==> src/rtl/regfile_pkg.sv <==
`default_nettype none
// regfile_pkg: shared types and default sizes for register_file_param. Rev 1.0
package regfile_pkg;

  typedef enum logic {IDLE, CLEAR} regfile_state_t;

  localparam int DEF_WIDTH = 16;
  localparam int DEF_DEPTH = 4;

endpackage
`default_nettype wire

==> src/rtl/regfile_clear_fsm.sv <==
`default_nettype none
// regfile_clear_fsm: IDLE/CLEAR sequencer that walks a clear strobe over every register. Rev 1.0
module regfile_clear_fsm
  import regfile_pkg::*;
#(
  parameter int DEPTH = DEF_DEPTH,
  parameter int IDX_W = $clog2(DEPTH)
) (
  input  logic             clk,
  input  logic             reset,
  input  logic             clear_req,
  output logic             clear_busy,
  output logic             clear_done,
  output logic             write_ready,
  output logic             clr_en,
  output logic [IDX_W-1:0] clr_idx
);

  regfile_state_t   state, state_nx;
  logic [IDX_W-1:0] cnt, cnt_nx;
  logic             done, done_nx;

  always_ff @(posedge clk or negedge reset) begin
    if (!reset) begin
      state <= IDLE;
      cnt   <= '0;
      done  <= 1'b0;
    end else begin
      state <= state_nx;
      cnt   <= cnt_nx;
      done  <= done_nx;
    end
  end

  always_comb begin
    state_nx = state;
    cnt_nx   = cnt;
    done_nx  = 1'b0;
    case (state)
      IDLE: begin
        if (clear_req) begin
          state_nx = CLEAR;
          cnt_nx   = '0;
        end
      end
      CLEAR: begin
        // requests arriving here are ignored: no restart, no extension
        if (cnt == IDX_W'(DEPTH - 1)) begin
          state_nx = IDLE;
          cnt_nx   = '0;
          done_nx  = 1'b1;
        end else begin
          cnt_nx = cnt + IDX_W'(1);
        end
      end
      default: state_nx = IDLE;
    endcase
  end

  assign clear_busy  = (state == CLEAR);
  assign clr_en      = (state == CLEAR);
  assign clr_idx     = cnt;
  assign clear_done  = done;
  assign write_ready = (state == IDLE) && reset;

endmodule
`default_nettype wire

==> src/rtl/register_file_param.sv <==
`default_nettype none
// register_file_param: DEPTH x WIDTH regfile, two combinational reads, one write, sequential bulk clear.
// Optional macro REGFILE_BYPASS_EN adds same-cycle write-to-read forwarding. Rev 1.0
module register_file_param
  import regfile_pkg::*;
#(
  parameter  int WIDTH    = DEF_WIDTH,
  parameter  int DEPTH    = DEF_DEPTH,
  parameter  int ZERO_REG = 0,
  localparam int IDX_W    = $clog2(DEPTH)
) (
  input  logic             clk,
  input  logic             reset,
  input  logic [IDX_W-1:0] read_index_a,
  output logic [WIDTH-1:0] read_data_a,
  input  logic [IDX_W-1:0] read_index_b,
  output logic [WIDTH-1:0] read_data_b,
  input  logic [IDX_W-1:0] write_index,
  input  logic             write_enable,
  input  logic [WIDTH-1:0] write_data,
  output logic             write_ready,
  input  logic             clear_req,
  output logic             clear_busy,
  output logic             clear_done
);

  localparam int NSLOT = 1 << IDX_W;

  logic [WIDTH-1:0] regs [DEPTH];
  logic [WIDTH-1:0] view [NSLOT];
  logic [DEPTH-1:0] wsel;
  logic             clr_en;
  logic [IDX_W-1:0] clr_idx;

  regfile_clear_fsm #(
    .DEPTH (DEPTH),
    .IDX_W (IDX_W)
  ) u_clear_fsm (
    .clk         (clk),
    .reset       (reset),
    .clear_req   (clear_req),
    .clear_busy  (clear_busy),
    .clear_done  (clear_done),
    .write_ready (write_ready),
    .clr_en      (clr_en),
    .clr_idx     (clr_idx)
  );

  // One-hot write select; out-of-range and hardwired-zero targets select nothing.
  always_comb begin
    wsel = '0;
    for (int i = 0; i < DEPTH; i++) begin
      wsel[i] = write_enable && write_ready && (write_index == IDX_W'(i))
                && !(ZERO_REG != 0 && i == 0);
    end
  end

  always_ff @(posedge clk or negedge reset) begin
    if (!reset) begin
      for (int i = 0; i < DEPTH; i++) regs[i] <= '0;
    end else begin
      for (int i = 0; i < DEPTH; i++) begin
        if (clr_en && clr_idx == IDX_W'(i)) regs[i] <= '0;
        else if (wsel[i])                    regs[i] <= write_data;
      end
    end
  end

  // Full power-of-two view so any index value decodes; unpopulated slots read zero.
  always_comb begin
    for (int j = 0; j < NSLOT; j++) view[j] = '0;
    for (int j = 0; j < DEPTH; j++) begin
      if (!(ZERO_REG != 0 && j == 0)) view[j] = regs[j];
    end
  end

`ifdef REGFILE_BYPASS_EN
  logic wvalid;
  assign wvalid = |wsel;
`endif

  always_comb begin
    read_data_a = view[read_index_a];
    read_data_b = view[read_index_b];
`ifdef REGFILE_BYPASS_EN
    if (wvalid && write_index == read_index_a) read_data_a = write_data;
    if (wvalid && write_index == read_index_b) read_data_b = write_data;
`endif
    if (!reset) begin
      read_data_a = '0;
      read_data_b = '0;
    end
  end

endmodule
`default_nettype wire

==> config.mk <==
export PLATFORM = sky130hd
export DESIGN_NAME = register_file_param
export DESIGN_NICKNAME = d
export VERILOG_FILES = /design/src/rtl/regfile_pkg.sv /design/src/rtl/regfile_clear_fsm.sv /design/src/rtl/register_file_param.sv
export SDC_FILE = /design/constraint.sdc
export NUM_CORES = 1
export LEC_CHECK = 0
export BUFFER_PORTS_ARGS = -buffer_cell sky130_fd_sc_hd__buf_2
export CAP_MARGIN = 20
export CORE_AREA = 2 2 86 88
export DETAILED_ROUTE_END_ITERATION = 6
export DIE_AREA = 0 0 88 90
export MAX_ROUTING_LAYER = met4
export PLACE_DENSITY = 0.81
export SLEW_MARGIN = 20
export SYNTH_ARGS = -nofsm -noshare
export SYNTH_HDL_FRONTEND = slang
export SYNTH_HIERARCHICAL = 1
export SYNTH_SLANG_ARGS = --single-unit
export TNS_END_PERCENT = 20
==> constraint.sdc <==
create_clock -name clk -period 1.7 [get_ports clk]
set_input_delay 0.085 -clock clk [delete_from_list [all_inputs] [get_ports clk]]
set_output_delay 0.085 -clock clk [all_outputs]
set_load 0.02 [all_outputs]
=== After elaboration in Yosys (flattened, before gate mapping) ===
Cells that the tools add are included.

* $lt $le $gt $ge: 2
* Bitwise gates (word level): 3
* Add/subtract/negate cells: 1
* Equality and inequality tests: 7
* Reduce and logical (&&, ||, !) cells: 16
* Mux-type cells: 24

{| class="wikitable"
|+ Operators by type and width
! kind !! number
|-
| $mux 16 || 14
|-
| $bmux 16 s2 || 2
|-
| $logic_and 1x1->1 || 10
|-
| $eq 2x2->1 const B || 4
|-
| $reduce_bool 2->1 || 4
|-
| $ge 3x3->1 const B || 2
|-
| $not 2->3 || 2
|-
| $eq 2x1->1 const B || 2
|-
| $logic_not 2->1 || 2
|-
| $mux 1 || 4
|-
| $mux 2 || 2
|-
| $pmux 2 s2 || 1
|-
| $add 2x1->2 const B || 1
|-
| $ne 2x2->1 const B || 1
|-
| $pmux 1 s2 || 1
|-
| $not 1->1 || 1
|}

* Bits of input ports: 26
* Word-level logic and storage cells: 60
* Output and inout port bits: 35
* Bits in registers: 68

=== Longest topological paths before layout ===
Gate-level depths: netlist (run 1).

* Word-level depth: 6
* Gate-level depth with buffers: 7
* Depth with buffers taken out: 4

=== Cells and area by module ===
The synthesis (run 1) kept the hierarchy.

{| class="wikitable"
|+ Modules (own cells, without submodules)
! module !! cells an instance !! seq. area each (µm²) !! instances !! area each (µm²)
|-
| register_file_param || 365 || 1,601.5 || 1 || 3,677.3
|-
| regfile_clear_fsm || 15 || 100.1 || 1 || 176.4
|}

=== Worst setup path after synthesis (run 1) ===
OpenSTA, ideal clock, no wires.

* Path kind: flip-flop to flip-flop
* From: register u_clear_fsm.state, in the netlist u_clear_fsm/clear_busy
* To: register regs[53] (netlist name)
* Stages on the path, launching flop included: 8
* Arrival: 1.602 ns
* Period minus slack after synthesis: 1.738 ns
* Library setup time: 0.136 ns
* Data required time: 1.564 ns
* Path buffers: 3
* Slack: -0.038 ns
* Cells stage by stage: dfrtp_1 > and2b_2 > buf_2 > and4bb_2 > clkbuf_2 > buf_4 > nand2_1 > a21oi_1

* Cells in the longest elaborated chain, start to end: 5
* Elaborated cells on any way between the ends: 7
* Those cells by class: 1 x mux; 1 x bitwise; 5 x reduce/logical

{| class="wikitable"
|+ RTL lines
! element !! line !! source
|-
| start, declared || regfile_clear_fsm.sv:19 || <nowiki>regfile_state_t state, state_nx;</nowiki>
|-
| start signal, assigned || regfile_clear_fsm.sv:29 || <nowiki>state <= state_nx;</nowiki>
|-
| $not 1->1 || n/a ||
|-
| $logic_and 1x1->1 || regfile_clear_fsm.sv:64 || <nowiki>assign write_ready = (state == IDLE) && reset;</nowiki>
|-
| net write_ready || register_file_param.sv:21 || <nowiki>output logic write_ready,</nowiki>
|-
| $logic_and 1x1->1 (2 in series) || register_file_param.sv:53 || <nowiki>wsel[i] = write_enable && write_ready && (write_index == IDX_W'(i))</nowiki>
|-
| $reduce_bool 2->1 (no line) || n/a ||
|-
| end signal, assigned by index || register_file_param.sv:64 || <nowiki>else if (wsel[i]) regs[i] <= write_data;</nowiki>
|-
| end, declared || register_file_param.sv:29 || <nowiki>logic [WIDTH-1:0] regs [DEPTH];</nowiki>
|}

The timed path passes the listed nets, and every way through them passes these cells.
A chain may end at the register's enable or synchronous reset.

=== Final worst setup path (run 1) ===
* From: register regs[58] (netlist name)
* To: output port read_data_b[10]

* Cells in the longest elaborated chain, start to end: 4

{| class="wikitable"
|+ RTL lines
! element !! line !! source
|-
| $bmux 16 s2 || register_file_param.sv:84 || <nowiki>read_data_b = view[read_index_b];</nowiki>
|-
| $mux 16 (not written as such) (2 in series) || register_file_param.sv:84 ||
|-
| $mux 16 || register_file_param.sv:89 || <nowiki>if (!reset) begin</nowiki>
|-
| end, declared || register_file_param.sv:17 || <nowiki>output logic [WIDTH-1:0] read_data_b,</nowiki>
|}

No other way between the ends. The select of a mux whose other input is x is not followed.

==> out/metrics.cfg, run 1 <==
[route]
route.detailed.drc = 0
vias_per_cell = 5.879
routed_wl_mm = 10.11
ant_nets = 0
vias = 3216
firstDrtPassIters = 4
drt_iter0_markers = 296
avgRoutedWirePerCell_um = 18.48

[floorplan]
core_area_um2 = 7020
initial_core_util = 0.5489
rows = 31
dieWidth_um = 88
die_y_um = 90
ios = 61
dieArea_um2 = 7920

[yosys]
synth_common_cells = nand2_1, dfrtp_1, a21oi_1
ys_seq_area_frac = 0.4416
synth-edff-count = 0
synthTopCellsByArea = dfrtp_1, nand2_1, mux4_2
synthFlopType = dfrtp_1
synthArstFlopShare = 1.000
syn_area_per_cell_um2 = 10.14
synth_nets = 407
yosys_warnings = 6
synth_top_area_cell = dfrtp_1
synth_xor_area_frac = 0
synth_compound_area_frac = 0.08831
synthCells = 380
yosysTopAreaCellShare = 0.4416
synth_area_um2 = 3854
synth-simple-area-share = 0.2140
synth_most_common_cell = nand2_1
synthDistinctLibCells = 30
synth-seq-cells = 68
synthMuxAreaShare = 0.1987
synthAdderAreaFrac = 0.003247
synth_top_family_by_area = simple AND/OR/NAND/NOR gates

[timing]
clock.fmax_mhz = 588.6
timing.final.hold_violations = 1
slew_headroom = 0.7044
setup_violations = 0
hold_ws_ps = -2.298
rsz0062_at_grt = yes
period_minus_slack_ps = 1699
slew_violations = 0
skew_ps = 9.672
tightest_slew_ps = 443.4
setup_slack_ps = 0.9109
period_share = 0.9995

[grt]
overflow = 0
grt_util_all_layers = 0.2729
grt_pass1_vias = 3296
grt_first_pass_wirelength_mm = 15.90
antenna_found_initial = 0
grt_max_degree = 101

[critical_path]
r2r_end = regs[32]
cp_num_cells = 3
reg2reg_slack_ps = 230
reg2reg_from = u_clear_fsm/clear_busy
end_kind = output pin
cpMaxStageDelayCell = mux4_2
crit_start = regs[58]
path_class = flop to output pin
worst-path-max-fanout = 3
r2r_cells = 5
path_cells = mux4_2 > and2_1 > buf_2
cp_num_buf_inv = 1
worstSetupEndpoint = read_data_b[10]
worstPathRequired_ps = 1620
cpPeakStageDelay_ps = 520
arrival_ps = 1610
start_kind = flop
path_delay_family = multiplexers

[hold_path]
hp-class = input pin to flop
hold_depth = 3

[layout]
stdcell_area_um2 = 4547
post_layout_nonfiller_instances = 547
synthToLayoutAreaGrowth_pct = 17.99
layout-drive-gt1-share = 0.2752
nNetsFinal = 469

[pwr]
power.switching_mw = 1.937
netSwitchingFraction = 0.3470
seqPwrFrac = 0.429
combPwrFrac = 0.329
p_leak_nw = 2.102
power_density_nw_per_um2 = 1228
intPower_mw = 3.646
power_frac_clock = 0.242
ir_worst_vdd_v = 0.0008272

[clocking]
cts_root_buffer = clkbuf_8
htree_num_levels = 3
clk_pin_slew_ps = 80
cts_setup_buffers = 0
cts.sinks = 68
clk_latency_ps = 340
cts_tree = built
cts_buffers = 9
cts_buffer_depth = 2

[place]
post-dp-hpwl_mm = 6.210
gp_congestion = 0.7823
dp_slack_ps = 178.0
io_buffers = 60
dp_cells = 524
placed_cell_area_um2 = 4274

[status]
status = finished, violations left
violations = negative hold slack

[run]
drv_cap = 0

[how the worst min path moves through the flow]
stage	slack [ps]	end	startpoint
after floorplan	-210	regs[0]	reset
after global placement	190	regs[40]	reset
after detailed placement	200	regs[40]	reset
after CTS	2	u_clear_fsm/clear_busy	clear_req
after global routing	10	regs[43]	write_data[11]
final	-2	u_clear_fsm/clear_busy	clear_req
[final cells by class]
cell class                      instances  area (µm²)
Fill cell                             551        2474
Multi-Input combinational cell        278        1928
Sequential cell                        68        1703
Timing Repair Buffer                   84       583.1
Clock buffer                           12       155.1
Tap cell                               99       123.9
Clock inverter                          4       47.55
Inverter                                1       3.754
Antenna cell                            1       2.502
[power groups by stage]
| stage | Sequential [mW] | Combinational [mW] | Clock [mW] |
|---|---|---|---|
| 3_5_place_dp | 2.41 | 1.80 | 0 |
| 4_1_cts | 2.38 | 1.81 | 1.36 |
| 3_3_place_gp | 2.36 | 1.74 | 0 |
| 2_1_floorplan | 2.33 | 1.25 | 0 |
| 5_1_grt | 2.44 | 2.00 | 1.43 |
| 6_report | 2.40 | 1.84 | 1.35 |
[routing by layer]
metal | global-route usage | routed length [µm]
met1 | 0.3335 | 4065
met2 | 0.4394 | 5174
met3 | 0.03857 | 602
met4 | 0.1385 | 265
met5 | - | 0
[kinds of logic after synthesis]
kind of cell	count (synthesis)
mux	32
buf+inv	34
flops	68
fa+ha+maj	1
compound gates	67
simple gates	178
[layout by cell type, fill, tap and decap left out, drive strengths merged]
cell type	instances
bufinv	1
and2b	1
a21oi	64
dlygate4sd3	5
nand4bb	1
nor3b	1
a22o	1
and4	1
clkbuf	13
nand4b	2
clkinv	2
and3b	1
nand2b	2
mux4	32
clkinvlp	1
dfrtp	68
and2	33
and4bb	1
nand4	1
o21ai	1
nor2	2
and3	1
inv	1
nand2	129
o22ai	1
buf	78
ha	1
and4b	2
diode	1
[sequential cells by signal (all words and copies together) (netlist names)]
| register | cells |
|---|---|
| regs | 64 |
| u_clear_fsm/clear_done | 1 |
| u_clear_fsm/clr_idx | 2 |
| u_clear_fsm/clear_busy | 1 |
[stage by stage]
step | utilization | hold WS, ps | setup TNS (ps) | power [mW]
final | 0.6477 | -2.298 | 0 | 5.583
after global routing | 0.6473 | 11.55 | -15.14 | 5.870
after CTS | 0.6434 | 1.626 | 0 | 5.542
after detailed placement | 0.6088 | 195.4 | 0 | 4.208
after global placement | 0.6088 | 190.4 | 0 | 4.099
after floorplan | - | -210.6 | 0 | 3.580
[worst reg2reg max path, cell delays in order (launching register included)]
cell and delay, ps:
dfrtp_2 400, and2b_2 300, and4b_1 210, buf_4 240, nand2_1 100, a21oi_1 140
[timing repair]
action / CTS / global route
setup endpoints to repair: 0 / 19
endpoints found under the hold margin: 73 / 1
hold buffers: 4 / 1
gates resized for setup: 0 / 5
Note: power is estimated with default switching activity, not from simulation.
==> inputs of run 2 (changes only) <==
--- a/config.mk
+++ b/config.mk
@@ -11,7 +11,7 @@
 export DETAILED_ROUTE_END_ITERATION = 6
 export DIE_AREA = 0 0 88 90
 export MAX_ROUTING_LAYER = met4
-export PLACE_DENSITY = 0.81
+export PLACE_DENSITY_LB_ADDON = 0.15
 export SLEW_MARGIN = 20
 export SYNTH_ARGS = -nofsm -noshare
 export SYNTH_HDL_FRONTEND = slang
==> run 2 against run 1 <==
Effect of this change:
- the run now ends clean
- sequential power about the same
- maximum frequency increased by 2.2%
- total power decreased by 0.58%
- non-clock buffer count decreased by 2
- sequential cell count unchanged
- via count decreased by 2.5%
- hold slack improved by 12 ps
- critical endpoint is now read_data_a[3]
- largest power group unchanged
- highest routed layer unchanged
==> out/metrics.cfg, run 2 (synthesis gave the netlist of run 1 again) <==
[timing]
slew_headroom = 0.6864  ; -0.01800
clock.fmax_mhz = 601.3  ; +2.2%
setup_violations = 0  ; unchanged
setup_slack_ps = 36.93  ; +36.02 ps
fin_tns_setup_ps = 0  ; unchanged
slew_violations = 0  ; unchanged
skew_ps = 6.992  ; -2.681 ps
period_minus_slack_ps = 1663  ; -36.02 ps
timing.final.hold_violations = 0  ; -1
tightest_slew_ps = 470.5  ; +27.00 ps
rsz0062_at_grt = yes
period_share = 0.9783  ; -0.02119

[critical_path]
worst-path-max-fanout = 3  ; unchanged
start_kind = flop
arrival_ps = 1580  ; -30 ps
end_kind = output pin
path_class = flop to output pin
worstPathRequired_ps = 1620  ; about the same

[floorplan]
rows = 31  ; unchanged
core_area_um2 = 7020  ; unchanged
ios = 61  ; unchanged
dieArea_um2 = 7920  ; unchanged
die_y_um = 90  ; unchanged
initial_core_util = 0.5489  ; unchanged
dieWidth_um = 88  ; unchanged

[place]
io_buffers = 60  ; unchanged
gp_congestion = 0.7798  ; -0.32%
post-dp-hpwl_mm = 6.097  ; -1.8%
dp_slack_ps = 156.1  ; -21.87 ps
placed_cell_area_um2 = 4247  ; -0.64%

[layout]
top_register = regs
nNetsFinal = 467  ; -0.43%
seq_area_um2 = 1703  ; unchanged
multiInputGateArea_um2 = 1936  ; +0.39%
synthToLayoutAreaGrowth_pct = 17.05
largest_reg_flops = 64  ; unchanged
final_cell_mix = nand2_1, dfrtp_1, a21oi_1, buf_2, and2_1
layout-drive-gt1-share = 0.2674  ; -0.007752
n_fill_cell = 594  ; +7.8%
final_common_cell = nand2_1
insertedDiodeCount = 0  ; -1
stdcell_area_um2 = 4511  ; -0.80%

[route]
routed_wl_mm = 9.993  ; -1.1%
avgRoutedWirePerCell_um = 18.37  ; -0.58%
vias = 3135  ; -2.5%
vias_per_cell = 5.763  ; -2.0%
ant_nets = 0  ; unchanged
route.detailed.drc = 0  ; unchanged
firstDrtPassIters = 5  ; +1
drt_iter0_markers = 327  ; +10%

[clocking]
cts.sinks = 68  ; unchanged
cts_root_buffer = clkbuf_8
clk_latency_ps = 340  ; about the same
cts_buffers = 9  ; unchanged
htree_num_levels = 3  ; unchanged
cts_tree = built
cts_buffer_depth = 2  ; unchanged
clk_pin_slew_ps = 70  ; about the same

[pwr]
power_density_nw_per_um2 = 1231  ; +0.22%
p_leak_nw = 2.093  ; -0.42%
ir_worst_vdd_v = 0.0009206  ; +11%

[hold_path]
hp-class = input pin to flop

[grt]
grt_pass1_vias = 3159  ; -4.2%
grt_max_degree = 101  ; unchanged
grt_first_pass_wirelength_mm = 16.22  ; +2.0%
antenna_found_initial = 0  ; unchanged
grt_util_all_layers = 0.2820  ; +0.009129
overflow = 0  ; unchanged

[run]
drv_cap = 0  ; unchanged

[status]
status = finished clean

==> run 2: final timing paths <==
kind / depth (start not counted) / slack, ps / start / endpoint
min in group asynchronous: 3 / 350 / reset / regs[49]
hold reg to reg: 2 / 530 / regs[52] / regs[52]
setup / recovery: 3 / 40 / regs[51] / read_data_a[3]
max in group asynchronous: 3 / 990 / reset / u_clear_fsm/clear_busy
setup reg to reg: 5 / 210 / u_clear_fsm/clear_busy / regs[46]
hold / removal: 3 / 10 / write_data[8] / regs[8]
==> run 2: stage by stage <==
step	total power, mW	hold slack (ps)	utilization	instances
2_1_floorplan	3.580	-210.6	-	380
3_3_place_gp	4.117	203.8	0.6049	522
3_5_place_dp	4.206	203.7	0.6049	522
4_1_cts	5.567	0.5626	0.6421	544
5_1_grt	5.897	0.4304	0.6425	544
6_report	5.550	9.582	0.6425	544
==> run 2: final cells by class <==
cell class                      count  share of cell area
Clock buffer                       10             0.03051
Multi-Input combinational cell    278              0.4291
Inverter                            1           0.0008322
Timing Repair Buffer               82              0.1204
Tap cell                           99             0.02746
Sequential cell                    68              0.3775
Clock inverter                      6             0.01415
==> run 2: critical path, stage by stage (launching register included) <==
cell,delay (ps)
dfrtp_1,390
mux4_1,510
and2_1,180
buf_2,150
==> run 2: metal layers <==
| metal | vias up | GRT usage | wire [µm] |
|---|---|---|---|
| li1 | 1435 | - | - |
| met1 | 1565 | 0.3726 | 4107 |
| met2 | 113 | 0.4457 | 5221 |
| met3 | 22 | 0.04040 | 507 |
| met4 | 0 | 0.1026 | 156 |
| met5 | - | - | 0 |
==> run 2: where the power goes <==
group / switching [mW] / internal (mW) / leakage (nW) / total [mW]
clock: 0.634 / 0.714 / 0.0983 / 1.35
combinational: 0.977 / 0.833 / 1.07 / 1.81
sequential: 0.343 / 2.05 / 0.928 / 2.39
total: 1.95 / 3.60 / 2.09 / 5.55
==> run 2: timing repair <==
action | CTS | global route
hold buffers | 6 | 0
resized for setup | 0 | 4
buffers inserted | 0 | 0
endpoints found under the hold margin | 78 | 0
setup endpoints to repair | 0 | 22
